<file path="config.mk">
export PLATFORM = sky130hd
export DESIGN_NAME = mc_controller
export DESIGN_NICKNAME = d
export VERILOG_FILES = /design/src/rtl/mc_ctrl_pkg.sv /design/src/rtl/mc_alu_dec.sv /design/src/rtl/mc_controller.sv
export SDC_FILE = /design/constraint.sdc
export NUM_CORES = 1
export LEC_CHECK = 0
export BUFFER_PORTS_ARGS = -buffer_cell sky130_fd_sc_hd__buf_2
export CAP_MARGIN = 20
export CORE_ASPECT_RATIO = 1.75
export CORE_MARGIN = 5
export CORE_UTILIZATION = 53
export DETAILED_ROUTE_END_ITERATION = 6
export PLACE_DENSITY = 0.79
export RECOVER_POWER = 50
export SLEW_MARGIN = 10
export SYNTH_ARGS = -nofsm -noshare
export SYNTH_HDL_FRONTEND = slang
export SYNTH_HIERARCHICAL = 1
export SYNTH_SLANG_ARGS = --single-unit
export TNS_END_PERCENT = 5
</file>
<file path="constraint.sdc">
create_clock -name clk -period 3.5 [get_ports clk]
set_input_delay 1.05 -clock clk [delete_from_list [all_inputs] [get_ports clk]]
set_output_delay 1.05 -clock clk [all_outputs]
set_load 0.02 [all_outputs]
</file>
<file path="src/rtl/mc_ctrl_pkg.sv">
// mc_ctrl_pkg: shared encodings for the RV32I multicycle controller.
//   FSM state codes (4-bit, exported on state_o), opcode constants, and the
//   select/ALU encodings driven onto the datapath.
package mc_ctrl_pkg;

  typedef enum logic [3:0] {
    S_FETCH    = 4'd0,
    S_DECODE   = 4'd1,
    S_MEMADR   = 4'd2,
    S_MEMREAD  = 4'd3,
    S_MEMWB    = 4'd4,
    S_MEMWRITE = 4'd5,
    S_EXECR    = 4'd6,
    S_EXECI    = 4'd7,
    S_ALUWB    = 4'd8,
    S_BRANCH   = 4'd9,
    S_JAL      = 4'd10,
    S_JALR     = 4'd11,
    S_JALRWB   = 4'd12,
    S_UTYPE    = 4'd13,
    S_HALT     = 4'd14
  } state_e;

  localparam logic [6:0] OP_LOAD   = 7'b0000011;
  localparam logic [6:0] OP_STORE  = 7'b0100011;
  localparam logic [6:0] OP_R      = 7'b0110011;
  localparam logic [6:0] OP_I      = 7'b0010011;
  localparam logic [6:0] OP_BRANCH = 7'b1100011;
  localparam logic [6:0] OP_JAL    = 7'b1101111;
  localparam logic [6:0] OP_JALR   = 7'b1100111;
  localparam logic [6:0] OP_LUI    = 7'b0110111;
  localparam logic [6:0] OP_AUIPC  = 7'b0010111;

  localparam logic [3:0] ALU_ADD  = 4'd0;
  localparam logic [3:0] ALU_SUB  = 4'd1;
  localparam logic [3:0] ALU_AND  = 4'd2;
  localparam logic [3:0] ALU_OR   = 4'd3;
  localparam logic [3:0] ALU_XOR  = 4'd4;
  localparam logic [3:0] ALU_SLT  = 4'd5;
  localparam logic [3:0] ALU_SLTU = 4'd6;
  localparam logic [3:0] ALU_SLL  = 4'd7;
  localparam logic [3:0] ALU_SRL  = 4'd8;
  localparam logic [3:0] ALU_SRA  = 4'd9;

  // Coarse ALU intent from the FSM; FUNCT defers to funct3/funct7b5.
  localparam logic [1:0] ALUOP_ADD   = 2'b00;
  localparam logic [1:0] ALUOP_SUB   = 2'b01;
  localparam logic [1:0] ALUOP_FUNCT = 2'b10;

  localparam logic [2:0] IMM_I = 3'b000;
  localparam logic [2:0] IMM_S = 3'b001;
  localparam logic [2:0] IMM_B = 3'b010;
  localparam logic [2:0] IMM_J = 3'b011;
  localparam logic [2:0] IMM_U = 3'b100;

  localparam logic [1:0] RES_ALUOUT = 2'b00;
  localparam logic [1:0] RES_DATA   = 2'b01;
  localparam logic [1:0] RES_ALURES = 2'b10;
  localparam logic [1:0] RES_IMM    = 2'b11;

  localparam logic [1:0] SRCA_PC    = 2'b00;
  localparam logic [1:0] SRCA_OLDPC = 2'b01;
  localparam logic [1:0] SRCA_RS1   = 2'b10;

  localparam logic [1:0] SRCB_RS2   = 2'b00;
  localparam logic [1:0] SRCB_IMM   = 2'b01;
  localparam logic [1:0] SRCB_FOUR  = 2'b10;

endpackage

</file>
<file path="src/rtl/mc_alu_dec.sv">
// mc_alu_dec: combinational ALU control decode.
//   i_op      opcode (distinguishes R-type SUB from I-type ADDI)
//   i_funct3  IR[14:12]
//   i_f7b5    IR[30]
//   i_aluop   coarse intent from the FSM (ADD / SUB / FUNCT)
//   o_alu_ctl ALUControl encoding
module mc_alu_dec
  import mc_ctrl_pkg::*;
(
  input  logic [6:0] i_op,
  input  logic [2:0] i_funct3,
  input  logic       i_f7b5,
  input  logic [1:0] i_aluop,
  output logic [3:0] o_alu_ctl
);

  always_comb begin
    o_alu_ctl = ALU_ADD;
    case (i_aluop)
      ALUOP_SUB:   o_alu_ctl = ALU_SUB;
      ALUOP_FUNCT: begin
        case (i_funct3)
          // IR[30] is an immediate bit for ADDI, so SUB only for R-type.
          3'b000:  o_alu_ctl = (i_op == OP_R && i_f7b5) ? ALU_SUB : ALU_ADD;
          3'b001:  o_alu_ctl = ALU_SLL;
          3'b010:  o_alu_ctl = ALU_SLT;
          3'b011:  o_alu_ctl = ALU_SLTU;
          3'b100:  o_alu_ctl = ALU_XOR;
          // For shifts IR[30] selects arithmetic in both R and I forms.
          3'b101:  o_alu_ctl = i_f7b5 ? ALU_SRA : ALU_SRL;
          3'b110:  o_alu_ctl = ALU_OR;
          default: o_alu_ctl = ALU_AND;
        endcase
      end
      default:     o_alu_ctl = ALU_ADD;
    endcase
  end

endmodule

</file>
<file path="src/rtl/mc_controller.sv">
// mc_controller: multicycle control FSM for the RV32I datapath.
//   Sequences fetch/decode/execute/mem/writeback, drives datapath selects
//   and strobes, stalls on mem_ready, and halts on a memory wait timeout.
// Ports:
//   clk, reset (async, active-low)
//   op, funct3, funct7b5      instruction fields from IR
//   Zero, LT, LTU             ALU compare flags (used in BRANCH)
//   mem_ready                 memory completes current request
//   PCWrite, IRWrite, RegWrite, MemRead, MemWrite  strobes
//   AdrSrc, ResultSrc, ALUSrcA, ALUSrcB, ImmSrc, ALUControl  selects
//   mem_err (sticky timeout), illegal (sticky bad opcode), state_o (debug)
// Build option: MC_CTRL_ILLEGAL_TRAP_EN makes an unsupported opcode set
//   illegal and halt; otherwise it runs as a NOP and illegal is tied 0.
module mc_controller
  import mc_ctrl_pkg::*;
#(
  parameter int MEM_TIMEOUT = 16,
  parameter int TMR_W       = 8
) (
  input  logic       clk,
  input  logic       reset,
  input  logic [6:0] op,
  input  logic [2:0] funct3,
  input  logic       funct7b5,
  input  logic       Zero,
  input  logic       LT,
  input  logic       LTU,
  input  logic       mem_ready,
  output logic       PCWrite,
  output logic       AdrSrc,
  output logic       MemRead,
  output logic       MemWrite,
  output logic       IRWrite,
  output logic       RegWrite,
  output logic [1:0] ResultSrc,
  output logic [1:0] ALUSrcA,
  output logic [1:0] ALUSrcB,
  output logic [2:0] ImmSrc,
  output logic [3:0] ALUControl,
  output logic       mem_err,
  output logic       illegal,
  output logic [3:0] state_o
);

  localparam logic [TMR_W-1:0] LAST_WAIT =
    (MEM_TIMEOUT == 0) ? '0 : TMR_W'(MEM_TIMEOUT - 1);

  state_e           r_state, w_next;
  logic [TMR_W-1:0] r_cnt;
  logic             r_mem_err;
  logic             w_pcwrite, w_irwrite, w_regwrite, w_memread, w_memwrite;
  logic [1:0]       w_aluop;
  logic             w_taken, w_expired, w_timeout, w_mem_state;

  mc_alu_dec u_alu_dec (
    .i_op      (op),
    .i_funct3  (funct3),
    .i_f7b5    (funct7b5),
    .i_aluop   (w_aluop),
    .o_alu_ctl (ALUControl)
  );

  always_comb begin
    case (funct3)
      3'b000:  w_taken = Zero;
      3'b001:  w_taken = ~Zero;
      3'b100:  w_taken = LT;
      3'b101:  w_taken = ~LT;
      3'b110:  w_taken = LTU;
      3'b111:  w_taken = ~LTU;
      default: w_taken = 1'b0;
    endcase
  end

  assign w_mem_state = (r_state == S_FETCH) || (r_state == S_MEMREAD) ||
                       (r_state == S_MEMWRITE);
  // A ready on the final allowed cycle completes normally.
  assign w_expired = (MEM_TIMEOUT != 0) && (r_cnt == LAST_WAIT) && !mem_ready;

  always_comb begin
    w_next     = r_state;
    w_pcwrite  = 1'b0;
    w_irwrite  = 1'b0;
    w_regwrite = 1'b0;
    w_memread  = 1'b0;
    w_memwrite = 1'b0;
    w_timeout  = 1'b0;
    w_aluop    = ALUOP_ADD;
    AdrSrc     = 1'b0;
    ResultSrc  = RES_ALUOUT;
    ALUSrcA    = SRCA_PC;
    ALUSrcB    = SRCB_RS2;
    ImmSrc     = IMM_I;
    case (r_state)
      S_FETCH: begin
        w_memread = 1'b1;
        ALUSrcB   = SRCB_FOUR;
        ResultSrc = RES_ALURES;
        if (mem_ready) begin
          w_irwrite = 1'b1;
          w_pcwrite = 1'b1;
          w_next    = S_DECODE;
        end else if (w_expired) begin
          w_timeout = 1'b1;
          w_next    = S_HALT;
        end
      end
      S_DECODE: begin
        // ALUOut <= OldPC + imm: branch/jal target ready for later states.
        ALUSrcA = SRCA_OLDPC;
        ALUSrcB = SRCB_IMM;
        ImmSrc  = (op == OP_JAL) ? IMM_J : IMM_B;
        case (op)
          OP_LOAD, OP_STORE: w_next = S_MEMADR;
          OP_R:              w_next = S_EXECR;
          OP_I:              w_next = S_EXECI;
          OP_BRANCH:         w_next = S_BRANCH;
          OP_JAL:            w_next = S_JAL;
          OP_JALR:           w_next = S_JALR;
          OP_LUI, OP_AUIPC:  w_next = S_UTYPE;
`ifdef MC_CTRL_ILLEGAL_TRAP_EN
          default:           w_next = S_HALT;
`else
          default:           w_next = S_FETCH;
`endif
        endcase
      end
      S_MEMADR: begin
        ALUSrcA = SRCA_RS1;
        ALUSrcB = SRCB_IMM;
        ImmSrc  = (op == OP_STORE) ? IMM_S : IMM_I;
        w_next  = (op == OP_STORE) ? S_MEMWRITE : S_MEMREAD;
      end
      S_MEMREAD: begin
        AdrSrc    = 1'b1;
        w_memread = 1'b1;
        if (mem_ready)      w_next = S_MEMWB;
        else if (w_expired) begin w_timeout = 1'b1; w_next = S_HALT; end
      end
      S_MEMWB: begin
        ResultSrc  = RES_DATA;
        w_regwrite = 1'b1;
        w_next     = S_FETCH;
      end
      S_MEMWRITE: begin
        AdrSrc     = 1'b1;
        w_memwrite = 1'b1;
        if (mem_ready)      w_next = S_FETCH;
        else if (w_expired) begin w_timeout = 1'b1; w_next = S_HALT; end
      end
      S_EXECR: begin
        ALUSrcA = SRCA_RS1;
        ALUSrcB = SRCB_RS2;
        w_aluop = ALUOP_FUNCT;
        w_next  = S_ALUWB;
      end
      S_EXECI: begin
        ALUSrcA = SRCA_RS1;
        ALUSrcB = SRCB_IMM;
        ImmSrc  = IMM_I;
        w_aluop = ALUOP_FUNCT;
        w_next  = S_ALUWB;
      end
      S_ALUWB: begin
        ResultSrc  = RES_ALUOUT;
        w_regwrite = 1'b1;
        w_next     = S_FETCH;
      end
      S_BRANCH: begin
        ALUSrcA   = SRCA_RS1;
        ALUSrcB   = SRCB_RS2;
        w_aluop   = ALUOP_SUB;
        ResultSrc = RES_ALUOUT;
        w_pcwrite = w_taken;
        w_next    = S_FETCH;
      end
      S_JAL: begin
        // PC <= ALUOut (target); ALU forms OldPC+4 as the link for ALUWB.
        ALUSrcA   = SRCA_OLDPC;
        ALUSrcB   = SRCB_FOUR;
        ResultSrc = RES_ALUOUT;
        w_pcwrite = 1'b1;
        w_next    = S_ALUWB;
      end
      S_JALR: begin
        ALUSrcA   = SRCA_RS1;
        ALUSrcB   = SRCB_IMM;
        ImmSrc    = IMM_I;
        ResultSrc = RES_ALURES;
        w_pcwrite = 1'b1;
        w_next    = S_JALRWB;
      end
      S_JALRWB: begin
        // rs1 was consumed last cycle, so rd==rs1 is harmless here.
        ALUSrcA    = SRCA_OLDPC;
        ALUSrcB    = SRCB_FOUR;
        ResultSrc  = RES_ALURES;
        w_regwrite = 1'b1;
        w_next     = S_FETCH;
      end
      S_UTYPE: begin
        ImmSrc     = IMM_U;
        w_regwrite = 1'b1;
        if (op == OP_LUI) begin
          ResultSrc = RES_IMM;
        end else begin
          ALUSrcA   = SRCA_OLDPC;
          ALUSrcB   = SRCB_IMM;
          ResultSrc = RES_ALURES;
        end
        w_next = S_FETCH;
      end
      default: w_next = S_HALT;   // HALT and unused codes: park
    endcase
  end

  // Strobes are killed combinationally so reset takes effect immediately.
  assign PCWrite  = w_pcwrite  & reset;
  assign IRWrite  = w_irwrite  & reset;
  assign RegWrite = w_regwrite & reset;
  assign MemRead  = w_memread  & reset;
  assign MemWrite = w_memwrite & reset;
  assign mem_err  = r_mem_err;
  assign state_o  = r_state;

  always_ff @(posedge clk or negedge reset) begin
    if (!reset) begin
      r_state   <= S_FETCH;
      r_cnt     <= '0;
      r_mem_err <= 1'b0;
    end else begin
      r_state <= w_next;
      if (w_timeout) r_mem_err <= 1'b1;
      // Any state change clears, so each memory state starts a fresh wait.
      if (w_next != r_state)                          r_cnt <= '0;
      else if (w_mem_state && !mem_ready && r_cnt != '1) r_cnt <= r_cnt + 1'b1;
    end
  end

`ifdef MC_CTRL_ILLEGAL_TRAP_EN
  logic r_illegal;
  always_ff @(posedge clk or negedge reset) begin
    if (!reset)                                        r_illegal <= 1'b0;
    else if (r_state == S_DECODE && w_next == S_HALT) r_illegal <= 1'b1;
  end
  assign illegal = r_illegal;
`else
  assign illegal = 1'b0;
`endif

endmodule

</file>
## After elaboration in Yosys (flattened, before gate mapping)

Index checks and enable logic that the tools add are counted.

- Register bits after elaboration: 13
- Input bits: 17
- Output and inout bits: 25

- $add $sub $neg: 1
- Eq/ne operators: 34
- Mux-type cells: 33
- Bitwise gates (word level): 8
- Reduce and logical (&&, ||, !) cells: 25

Operator list:

| operator | count |
|---|---|
| 4-bit one-hot mux with 7 select lines | 2 |
| 4-bit one-hot mux with 8 select lines | 1 |
| 4-bit == test (second input constant) | 6 |
| 7-bit by 6-bit == test with 1-bit output (second input constant) | 3 |
| 7-bit == test (second input constant) | 3 |
| 2-bit one-hot mux with 3 select lines | 3 |
| 4-bit by 3-bit == test with 1-bit output (second input constant) | 4 |
| 4-bit 2-to-1 mux | 4 |
| 8-bit 2-to-1 mux | 2 |
| 1-bit 2-to-1 mux | 15 |
| 3-bit OR reduction | 5 |
| 7-bit by 5-bit == test with 1-bit output (second input constant) | 2 |
| 3-bit == test (second input constant) | 4 |
| 2-bit OR reduction | 6 |
| 5-bit OR reduction | 2 |
| 3-bit one-hot mux with 3 select lines | 1 |
| 8-bit by 1-bit adder with 8-bit output (second input constant) | 1 |
| 4-bit by 2-bit == test with 1-bit output (second input constant) | 2 |
| 8-bit by 4-bit == test with 1-bit output (second input constant) | 1 |
| 8-bit != test (second input constant) | 1 |
| 4-bit one-hot mux with 2 select lines | 1 |
| 4-bit OR reduction | 2 |
| 7-bit by 2-bit == test with 1-bit output (second input constant) | 1 |
| 3-bit by 2-bit == test with 1-bit output (second input constant) | 2 |
| other kinds (17) | 27 |

## Longest topological paths before layout

- Depth in word-level cells: 7
- Mapped depth: 9
- Gate-level depth less buffers: 7

## By module

The synthesis kept the hierarchy.

By module, submodules not included:

| module | instances | cells each | area an instance (um^2) | sequential area each (um^2) |
|---|---|---|---|---|
| mc_controller | 1 | 171 | 1363.8 | 325.3 |
| mc_alu_dec | 1 | 21 | 137.6 | 0.0 |

## Least setup slack after synthesis

No wires, ideal clock.

- Path kind: register to output
- Start: register r_state[1] (netlist: state_o[1])
- End: output ALUControl[3]
- Arrival: 2.259 ns
- Setup slack: 0.191 ns
- Cell stages (with the launch flop): 8
- Cells stage by stage: dfrtp_1 > buf_6 > clkbuf_1 > clkbuf_1 > and3_1 > ha_1 > nand2b_1 > nor3_1

- Longest elaborated chain between the ends: 5
- Elaborated cells on any way between the ends: 8
- Those cells by class: eq/ne: 5; mux: 2; reduce/logical: 1

RTL lines:

| element | line | text |
|---|---|---|
| from (decl) | mc_controller.sv:48 | `state_e r_state, w_next;` |
| from (signal assigned) | mc_controller.sv:232 | `r_state <= w_next;` |
| 4-bit by 3-bit == test with 1-bit output | mc_controller.sv:94 | `case (r_state)` |
| 2-bit OR reduction (no source line) | - |  |
| 2-bit one-hot mux with 2 select lines (*) | mc_controller.sv:94 |  |
| named net w_aluop[1] | mc_controller.sv:52 | `logic [1:0] w_aluop;` |
| 2-bit == test or 2-bit by 1-bit == test with 1-bit output (tied branches) | mc_alu_dec.sv:19 | `case (i_aluop)` |
| 4-bit one-hot mux with 2 select lines (*) | mc_alu_dec.sv:19 |  |
| to (decl) | mc_controller.sv:39 | `output logic [3:0] ALUControl,` |

The timed path passes the listed nets; every way through them passes the cells marked *.

## Worst setup path in the final report

- Start: input op[2]
- End: output ImmSrc[0]

- Longest elaborated chain between the ends: 3
- Elaborated cells on any way between the ends: 5
- Those cells by class: eq/ne: 2; mux: 3

RTL lines:

| element | line | text |
|---|---|---|
| from (decl) | mc_controller.sv:22 | `input logic [6:0] op,` |
| 7-bit by 6-bit == test with 1-bit output or 7-bit == test (tied branches) | mc_controller.sv:131, mc_controller.sv:112 |  |
| 1-bit 2-to-1 mux, on equally long branches | mc_controller.sv:131, mc_controller.sv:112 |  |
| 3-bit one-hot mux with 3 select lines (*) | mc_controller.sv:94 |  |
| to (decl) | mc_controller.sv:38 | `output logic [2:0] ImmSrc,` |

Every way passes the cells marked *; elsewhere a longest branch is shown, timed or not.

==> metrics.txt <==
Die Wd=50.2 um; final net count=roughly 260; Setup crit start kind=input port; via count=1585; Post-synth EDFFs=0; clock latency on the worst-skew pair=250 ps; Lkg Pwr=0.851 nW; die area=around 4000 um^2; setup_tns=0 ps; sequential-to-total area share from yosys stat=21.7%; Setup Viol. Count Final=0; pwr/cell area=roughly 540 nW/um^2; hold violation count in the final report=0; CTS root buf=clkbuf_8; number of synthesized register bits=13; Synth Net Count=roughly 210; Synth Flop Type=dfrtp_1; post-route DRC violation count=0; setup bufs post-CTS=0; 1st-iter DRT viols=between 40 and 50; CP Capture Type=output port; Layout Cells excl Fill=between 200 and 300; # fillers=approximately 260; Row Count=25; Synth Warn #=6; CP Max Fanout=7; hold buffers post-CTS=0; global placer's final weighted congestion=just under 0.9; critical path cell sequence=clkbuf_1, or4b_1, nor3_1, o21bai_1, buf_2; initial antenna violation count=0; number of buffers created by CTS=3; Max transition margin=28.0%; VDD IR max=490 uV; Routed met2 length=~2500 um; skew final=between 2 and 3 ps; core region area=~2700 um^2; Tightest Pin Transition=around 1100 ps; gr ovfl total=0; post-cts sizing count=0; number of distinct library cells after synthesis=55; Top Metal Used=met4; Crit path required time=~2500 ps; Synth async-reset ratio=100%; metal1 wirelength=about 1500 um; number of global-route vias before repair=1531; layout cells sized above 1=between 20% and 30%; Tmin final=between 3000 and 4000 ps; Final ANT Viol Nets=0; setup repair after global routing missed its margin=false; crit path DAT=around 2300 ps; clock slew at reported path FFs=around 50 ps; Final period util=between 90% and 100%; global-route wire length before repair=around 6900 um; post-DR vias/cell=around 6.0; crit path kind=input port to output port; Max stage delay on crit path=570 ps; area delta synth->final=18.5%; MaxCap Viol Count=0; htree depth=1; fmax=roughly 300 MHz; ant diodes=0; final core utilization=65.4%; Die Span Y=about 80 um; clock buffer depth=2; DP HPWL=about 3300 um; drt total wl=between 4000 and 5000 um; largest net degree at the start of global routing=27; hold crit path type=register to register; Overall Global Routing Usage=roughly 22%; clock net sink count=13; post-synthesis cell area=approximately 1500 um^2; drt first pass iters=4; DP Cell Count=259; Synth Instances=about 190; WL met3=approximately 220 um; CTS tree=done; Port-buffer cells=40; final slew viol count=0; status=completed; initial core utilization=55.2%; io pins=between 40 and 50; Avg WL per Cell=roughly 16 um; CP max stage cell=or4b_1; WHS=roughly 460 ps; average cell area after synthesis=roughly 7.8 um^2
[placed cells by master (no fill, tap or decap), types with 2 or more instances in the layout]
master     n
clkbuf_1   8
nand4b_1   2
and3_1     9
nor2b_1    3
o22ai_1    3
nand3b_1   6
or4b_1     2
inv_1      7
a21oi_1    8
xnor2_1    7
nand2_1   21
buf_2     35
nor3_1    12
ha_1       3
or4_4      2
xor2_1     5
nor2_1    18
dfrtp_1   13
and3b_1    2
o21ai_0    7
buf_4      8
nand4_1    3
mux2i_1    4
clkbuf_8   3
nor4b_1    2
nand2b_1   5
nor4bb_2   3
nand3_1    7
[metrics by stage]
stage          instance area (um^2)  setup WS (ps)  power [mW]
2_1_floorplan                  1500            191       0.669
3_3_place_gp                   1750            107       0.825
3_5_place_dp                   1750            138       0.831
4_1_cts                        1800            133       0.967
5_1_grt                        1780           26.3        1.02
6_report                       1780            123       0.954
[worst max-delay path, delay by kind of cell]
family,cells,cell delay (ps)
buffers and inverters,2,310
AND/OR/NAND/NOR,2,820
AO/OA/AOI/OAI,1,150
[state kept, by name, summed over array words and instances (netlist names)]
register	cells
r_cnt	8
state_o	4
mem_err	1
[metal layers]
metal	track usage, %	vias to the layer above
met5	0	-
met4	7.35	0
met3	2.78	9
met2	43.7	49
met1	20.8	748
li1	-	779
[where the power goes]
group	leakage (nW)	switching, mW	internal, mW
Combinational	0.647	0.393	0.231
Sequential	0.178	0.0276	0.170
Clock	0.0255	0.0533	0.0786
Total	0.851	0.474	0.479
[path summary, 6_finish.rpt]
kind                                         to  slack, ps                 start  depth (start not counted)
setup / recovery                      ImmSrc[0]        120                 op[2]                          5
hold / removal              mem_err$_DFFE_PN0P_        460   mem_err$_DFFE_PN0P_                          1
setup reg to reg           r_cnt[7]$_DFFE_PN0P_        440  state_o[3]$_DFF_PN0_                          8
hold reg to reg             mem_err$_DFFE_PN0P_        460   mem_err$_DFFE_PN0P_                          1
max in group asynchronous  r_cnt[5]$_DFFE_PN0P_       2000                 reset                          2
min in group asynchronous  r_cnt[0]$_DFFE_PN0P_       1060                 reset                          2
[area by class of cell]
type / instances / area (um^2) / share of cell area [%]
multi-input combinational: 160 / 1080 / 60.6
timing repair buffer: 51 / 265 / 14.9
clock buffer: 3 / 41.3 / 2.32
sequential: 13 / 325 / 18.3
inverter: 8 / 30.0 / 1.69
tap: 27 / 33.8 / 1.90
clock inverter: 1 / 5.00 / 0.281
[cell families after synthesis]
| group | Yosys count | share of synthesized area, % |
|---|---|---|
| muxes | 5 | 3.42 |
| other | 1 | 0.250 |
| xor gates and xnor gates | 13 | 8.83 |
| buffers and inverters | 19 | 6.33 |
| DFF | 13 | 21.7 |
| and+or+nand+nor | 107 | 42.7 |
| adders and majority gates | 3 | 2.50 |
| AOI/OAI and AO/OA | 31 | 14.3 |
[cells in the mapped netlist (2+ instances only)]
master | instances | share of area [%]
o21ai_1 | 2 | 0.67
nor4b_1 | 2 | 1.2
ha_1 | 3 | 2.5
and3_1 | 9 | 3.7
buf_2 | 4 | 1.3
clkbuf_1 | 3 | 0.75
nor4bb_2 | 3 | 3.3
nand2_1 | 21 | 5.3
nand3b_1 | 6 | 3.0
o21ai_0 | 6 | 2.0
buf_6 | 2 | 1.5
nand3_1 | 7 | 2.3
inv_1 | 7 | 1.8
dfrtp_1 | 13 | 22
xnor2_1 | 7 | 4.1
nor2b_1 | 3 | 1.3
a21oi_1 | 8 | 2.7
xor2_1 | 5 | 2.9
mux2i_1 | 4 | 2.7
o22ai_1 | 3 | 1.3
nand4_1 | 3 | 1.3
or4_4 | 2 | 1.5
and3b_1 | 2 | 1.2
or4b_1 | 2 | 1.3
nor3_1 | 12 | 4.0
nand4b_1 | 2 | 1.2
nand2b_1 | 5 | 2.1
nor2_1 | 19 | 4.8
(Power assumes the default switching activity.)
